## config.mk

```make
export PLATFORM = sky130hd
export DESIGN_NAME = vga_timing_gen
export DESIGN_NICKNAME = d
export VERILOG_FILES = /design/src/rtl/vga_timing_gen.sv
export SDC_FILE = /design/constraint.sdc
export NUM_CORES = 1
export LEC_CHECK = 0
export CORE_ASPECT_RATIO = 0.9
export CORE_MARGIN = 3
export CORE_UTILIZATION = 40
export DETAILED_ROUTE_END_ITERATION = 8
export DONT_BUFFER_PORTS = 1
export PLACE_DENSITY = 0.58
export SYNTH_ARGS = -nofsm -noshare
export SYNTH_HDL_FRONTEND = slang
export SYNTH_SLANG_ARGS = --single-unit
```

## constraint.sdc

```tcl
create_clock -name clk -period 2 [get_ports clk]
set_input_delay 0.2 -clock clk [delete_from_list [all_inputs] [get_ports clk]]
set_output_delay 0.2 -clock clk [all_outputs]
set_load 0.05 [all_outputs]
```

## src/rtl/vga_timing_gen.sv

```systemverilog
`default_nettype none
// vga_timing_gen: raster counters paced by an internal pixel clock-enable, sync/active
// decode with a pixel-enabled alignment delay, line/frame strobes and a frame counter.
module vga_timing_gen #(
    parameter int   H_ACTIVE = 640,
    parameter int   H_FP     = 16,
    parameter int   H_SYNC   = 96,
    parameter int   H_BP     = 48,
    parameter int   V_ACTIVE = 480,
    parameter int   V_FP     = 10,
    parameter int   V_SYNC   = 2,
    parameter int   V_BP     = 33,
    parameter int   CLK_DIV  = 2,
    parameter logic SYNC_POL = 1'b0,
    parameter int   PIPE_DLY = 1
) (
    input  logic       clk,
    input  logic       rst,
    output logic       pix_en,
    output logic [9:0] h_readwire,
    output logic [9:0] v_readwire,
    output logic       hsync,
    output logic       vsync,
    output logic       active,
    output logic       line_start,
    output logic       frame_start,
    output logic [7:0] frame_count
);
    localparam int H_TOTAL = H_ACTIVE + H_FP + H_SYNC + H_BP;
    localparam int V_TOTAL = V_ACTIVE + V_FP + V_SYNC + V_BP;

    localparam logic [9:0]  C_H_LAST   = 10'(H_TOTAL - 1);
    localparam logic [9:0]  C_V_LAST   = 10'(V_TOTAL - 1);
    localparam logic [2:0]  C_DIV_LAST = 3'(CLK_DIV - 1);
    localparam logic [10:0] C_H_ACT    = 11'(H_ACTIVE);
    localparam logic [10:0] C_V_ACT    = 11'(V_ACTIVE);
    localparam logic [10:0] C_HS_BEG   = 11'(H_ACTIVE + H_FP);
    localparam logic [10:0] C_HS_END   = 11'(H_ACTIVE + H_FP + H_SYNC);
    localparam logic [10:0] C_VS_BEG   = 11'(V_ACTIVE + V_FP);
    localparam logic [10:0] C_VS_END   = 11'(V_ACTIVE + V_FP + V_SYNC);

    logic [2:0] div_q, div_d;
    logic       pix_en_q, pix_en_d;
    logic [9:0] h_q, h_d, v_q, v_d;
    logic [7:0] fc_q, fc_d;
    logic       ls_q, ls_d, fs_q, fs_d;
    logic       h_wrap, v_wrap;
    logic       hs_raw, vs_raw, act_raw;
    logic       hs_out, vs_out, act_out;

    always_comb begin
        h_wrap   = (h_q == C_H_LAST);
        v_wrap   = (v_q == C_V_LAST);
        div_d    = (div_q == C_DIV_LAST) ? 3'd0 : div_q + 3'd1;
        pix_en_d = (div_q == C_DIV_LAST);
        h_d      = h_q;
        v_d      = v_q;
        fc_d     = fc_q;
        ls_d     = 1'b0;
        fs_d     = 1'b0;
        if (pix_en_q) begin
            if (h_wrap) begin
                h_d  = 10'd0;
                ls_d = 1'b1;
                if (v_wrap) begin
                    v_d  = 10'd0;
                    fs_d = 1'b1;
                    fc_d = fc_q + 8'd1;
                end else begin
                    v_d = v_q + 10'd1;
                end
            end else begin
                h_d = h_q + 10'd1;
            end
        end
    end

    always_ff @(posedge clk or posedge rst) begin
        if (rst) begin
            div_q    <= 3'd0;
            pix_en_q <= 1'b0;
            h_q      <= 10'd0;
            v_q      <= 10'd0;
            fc_q     <= 8'd0;
            ls_q     <= 1'b0;
            fs_q     <= 1'b0;
        end else begin
            div_q    <= div_d;
            pix_en_q <= pix_en_d;
            h_q      <= h_d;
            v_q      <= v_d;
            fc_q     <= fc_d;
            ls_q     <= ls_d;
            fs_q     <= fs_d;
        end
    end

    always_comb begin
        hs_raw  = ({1'b0, h_q} >= C_HS_BEG) && ({1'b0, h_q} < C_HS_END);
        vs_raw  = ({1'b0, v_q} >= C_VS_BEG) && ({1'b0, v_q} < C_VS_END);
        act_raw = ({1'b0, h_q} < C_H_ACT) && ({1'b0, v_q} < C_V_ACT);
    end

    // Stages hold "asserted" flags; polarity is applied only at the output.
    generate
        if (PIPE_DLY == 0) begin : g_nodly
            assign {hs_out, vs_out, act_out} = {hs_raw, vs_raw, act_raw};
        end else begin : g_dly
            logic [2:0] dly_q [PIPE_DLY];
            always_ff @(posedge clk or posedge rst) begin
                if (rst) begin
                    for (int i = 0; i < PIPE_DLY; i++) dly_q[i] <= 3'b000;
                end else if (pix_en_q) begin
                    dly_q[0] <= {hs_raw, vs_raw, act_raw};
                    for (int i = 1; i < PIPE_DLY; i++) dly_q[i] <= dly_q[i-1];
                end
            end
            assign {hs_out, vs_out, act_out} = dly_q[PIPE_DLY-1];
        end
    endgenerate

    assign pix_en      = pix_en_q;
    assign h_readwire  = h_q;
    assign v_readwire  = v_q;
    assign hsync       = hs_out ? SYNC_POL : ~SYNC_POL;
    assign vsync       = vs_out ? SYNC_POL : ~SYNC_POL;
    assign active      = act_out;
    assign line_start  = ls_q;
    assign frame_start = fs_q;
    assign frame_count = fc_q;
endmodule
`default_nettype wire

```

After elaboration in Yosys (flattened, before gate mapping)
Index checks and enable logic that the tools add are counted.

word-level totals
  input port bits = 2
  word-level logic and storage cells = 36
  output and inout bits = 34
  flip-flop bits (word level) = 37

operators by class
  equality and inequality tests = 3
  reductions and logical operators = 5
  add/sub/neg operators = 4
  magnitude comparators = 6
  muxes and demuxes = 10

operators with widths
  operator                 number
  $add A10 B1 Y10 const B  2
  $eq A10 B10 Y1 const B   2
  $lt A10 B10 Y1 const B   2
  $lt A10 B9 Y1 const B    2
  $mux W10                 2
  $ge A10 B10 Y1 const B   1
  $ge A10 B9 Y1 const B    1
  $add A8 B1 Y8 const B    1
  $mux W1                  7
  $add A3 B1 Y3 const B    1
  $eq A3 B1 Y1 const B     1
  $logic_and A1 B1 Y1      3
  $mux W3                  1
  $reduce_and A3 Y1        1
  $reduce_and A2 Y1        1

Logic depth before layout (Yosys ltp)
  depth in word-level cells = 4
  depth in mapped cells = 8
  depth with buffers taken out = 6

Worst setup path before layout
No wires, ideal clock.

  path kind = register -> register
  start point = register h_q[1], in the netlist h_readwire[1]
  end point = register fc_q[1], in the netlist frame_count[1]
  required time = 1.872 ns
  arrival = 1.961 ns
  buffers on the path = 1
  setup slack = -0.088 ns
  stages on the path, launching flop included = 7
  cells stage by stage = dfrtp_1 > ha_1 > nand2_1 > or3_1 > buf_6 > nor2_2 > mux2_1

between the ends
  longest elaborated chain between the ends = 2

RTL lines
  element                      line  RTL
  from (decl)                  44    logic [9:0] h_q, h_d, v_q, v_d;
  from (signal assigned)       82    h_q <= 10'd0;
  from (signal assigned)       90    h_q <= h_d;
  $eq A10 B10 Y1               52    h_wrap = (h_q == C_H_LAST);
  $reduce_and A3 Y1 (no line)  --
  to (signal assigned)         84    fc_q <= 8'd0;
  to (signal assigned)         92    fc_q <= fc_d;
  to (decl)                    45    logic [7:0] fc_q, fc_d;

No other way between the ends.
A chain may end at the register's enable or synchronous reset.

Worst setup path after layout
  start point = register h_q[0], in the netlist h_readwire[0]
  end point = register v_q[4], in the netlist v_readwire[4]

between the ends
  longest elaborated chain between the ends = 2

RTL lines
  element                      line  RTL
  $eq A10 B10 Y1               52
  $reduce_and A2 Y1 (no line)  --
  to (signal assigned)         91    v_q <= v_d;
  to (decl)                    44

No other way between the ends.

==> impl_results.md <==
- Clk buf depth: 2
- Tmin final: roughly 1.8 ns
- Fin crit share: between 90% and 100%
- Syn_area_per_cell: roughly 11 um^2
- Htree depth: 2
- Largest net degree at the start of global routing: 22
- Post-CTS Setup Inserts: 0
- Sw Share: 20.2%
- ANT nets after route: 0
- Post-synth EDFFs: 0
- Peak VDD IR: 0.000425 V
- Final WL: 4010 um
- CTS tree: built
- Syn nets: 182
- Total power per unit cell area: 592 nW/um^2
- Ys async rst share: 100%
- Grt ovf: 0
- Leading area contributor after synthesis: dfrtp_1
- #FFs+latches synth: 37
- Area Overhead vs Synth: 19.2%
- Main combinational cell family by area after synthesis: simple AND/OR/NAND/NOR gates
- Setup tns final: 0 ns
- Library cells used by synthesis: 43
- Initial DRC count: between 50 and 60
- Leakage Power: about 1.0 nW
- Die width: roughly 77 um
- Start-to-end type of the worst setup path: flop to flop
- DRC violations left: 0
- Relative slew slack: a little under three fifths
- Via density: ~5.3
- Worst-skew pair later-pin latency: around 0.28 ns
- Worst path required time: 2.17 ns
- Post-route cell area: about 2200 um^2
- Clock Sinks: 37
- Simple-gate share of the synthesized area: a little over a fifth
- Fin. Hold Viols: 0
- Die height: roughly 70 um
- FILL cells: between 400 and 500
- Vias in the first global route: between 1,000 and 1,500
- Drt wl/cell: approximately 15 um
- Inserted Clock Buffers: 5
- Diode count: 0
- Core area: 4240 um^2
- XOR/XNOR Fraction of Synth Area: between 8 and 9%
- PostCTS Resize Cnt: 0
- Design Power: around 1.3 mW
- Clock Skews: between 0.004 and 0.005 ns
- WP data arrival: between 2 and 2.5 ns
- Detail Placement HPWL: approximately 3000 um
- Outcome: finished, final reports clean
- Compound-Gate Fraction of Synth Area: under 10%
- Storage cell area: ~930 um^2
- Max cap viols: 0
- Top-area cell type share of the netlist area: approximately half
- Clock transition at the registers of the reported paths: approximately 0.07 ns
- Multiplexer area fraction after synthesis: slightly above 3%
- Worst setup SP type: flop
- Row cnt: 22
- Min Hold Slack: between 0.4 and 0.5 ns
- Multi-input gate area in the final layout: 792 um^2
- Top cells by area, synth: dfrtp_1, xor2_1, ha_1
- Sequential element share of the synthesized area: 50.5%
- Vias: ~1,400
- PnR worst setup slack: 0.161 ns
- P_int: 1.03 mW
- Synth Area in Adders: slightly above 4%
- Most used DFF post-synth: dfrtp_1
- Final setup vio count: 0
- HP Class: input pin to async pin
- Initial antenna violation count: 0
- Max-slew violation count: 0
- DP Worst Slack: 0.154 ns
- Clock power share: roughly two fifths
- Port Buf Inserts: 0
- First-pass GRT wire length: just under 7000 um
- Total track usage: 16.0%
- Worst-Margin Slew: 0.653 ns
- Root buffer cell: clkbuf_8
- Share of power burned in registers: between 50% and 60%
- Placed Area: approximately 2100 um^2
- Drt pass-1 iters: 4
- I/O pin total: 36
- Initial core utilization: 43.2%
- Share of cells above drive strength 1: between 20% and 30%
- Mapped cell area: roughly 1800 um^2
- Logic pwr share: under 10%
- Synth Instances: 174
- Unrepaired setup endpoints after global routing: no
- Total Nets Final: between 200 and 250
- Fmax: about 540 MHz
- Die footprint: 5430 um^2
- Maximum fanout along the worst path: 16
- Switching Power: between 0.2 and 0.3 mW
- Gp weighted congestion: between 0.8 and 0.9
- Yosys warning total: 0
- CP endpoint kind: flop
cell usage after synthesis (all sizes together) (2+ instances only):
cell,count
and3,2
o21ai,8
nor2,6
nor4b,2
xor2,9
and4,2
nor3,6
nor4,3
mux2,2
o22ai,3
mux2i,3
xnor2,8
clkbuf,5
nand2,13
a21oi,2
nand4,12
dfrtp,37
ha,6
buf,3
nand3,12
or3,4
inv,14
cell type report:
class,count,share of cell area (%)
Clock buffer,8,4.13
Inverter,15,2.81
Multi-Input combinational cell,114,36.3
Sequential cell,37,42.6
Tap cell,60,3.44
Timing Repair Buffer,31,10.8
registers in the layout, indices dropped and copies added, names as in the netlist:
signal,cells
h_readwire,10
v_readwire,10
frame_count,8
div_q,3
g_dly.dly_q,3
frame_start,1
line_start,1
pix_en,1
repair_timing:
| item | CTS | global route |
|---|---|---|
| hold endpoints to repair | 16 | 0 |
| endpoints found under the setup margin | 0 | 0 |
| hold buffers | 1 | 0 |
stage by stage:
stage | std cells | utilization (%)
2_1_floorplan | 174 | -
3_3_place_gp | 256 | 49.1
3_5_place_dp | 256 | 49.1
4_1_cts | 265 | 51.5
5_1_grt | 265 | 51.5
6_report | 265 | 51.5
per-layer routing:
layer	share of wire, %	up-vias	track usage, %
met1	46	707	20.3
met5	0	-	0
li1	-	676	-
met2	47	28	25.4
met3	5.8	4	5.67
met4	1.1	0	5.34
cells by family after synthesis:
kind of cell               Yosys count
adders and majority gates            6
muxes                                5
and+or+nand+nor                     67
AOI/OAI and AO/OA                   19
buffers and inverters               23
DFF                                 37
xor gates and xnor gates            17
cells in the final DEF (no fill, tap or decap), types with 2 or more instances in the layout:
master and n:
nand3_1 12, clkbuf_1 2, nor4b_1 2, nor4_1 2
o21ai_0 6, o22ai_1 3, and4_1 2, mux2i_1 3
nand4_1 12, and3_1 2, ha_1 6, dfrtp_2 3
nor2_1 5, inv_1 14, buf_4 30, xnor2_1 8
nor3_1 5, xor2_1 9, a21oi_1 2, clkbuf_8 6
o21ai_1 2, or3_1 4, dfrtp_1 34, nand2_1 12
critical path, cell delays in order, from the launching register on:
cell,delay [ns]
dfrtp_2,0.41
ha_1,0.21
nand2_1,0.14
or3_1,0.35
clkinv_4,0.20
nand2_2,0.11
mux2_4,0.30
final timing paths:
check	startpoint	end	slack, ns	depth (start not counted)
setup / recovery	h_readwire[0]	v_readwire[4]	0.16	6
hold / removal	rst	frame_count[5]	0.44	2
setup reg to reg	h_readwire[0]	v_readwire[4]	0.16	6
hold reg to reg	div_q[1]	pix_en	0.45	1
max in group asynchronous	rst	frame_count[3]	0.83	3
min in group clk	div_q[1]	pix_en	0.45	1
power by group through the flow:
stage / Combinational (mW) / Clock [mW] / Sequential, mW
after global routing: 0.0204 / 0.581 / 0.747
after global placement: 0.0168 / 0 / 0.762
after floorplan: 0.0110 / 0 / 0.762
after detailed placement: 0.0172 / 0 / 0.762
final: 0.0173 / 0.528 / 0.748
after CTS: 0.0186 / 0.546 / 0.748
(Power assumes the default switching activity.)
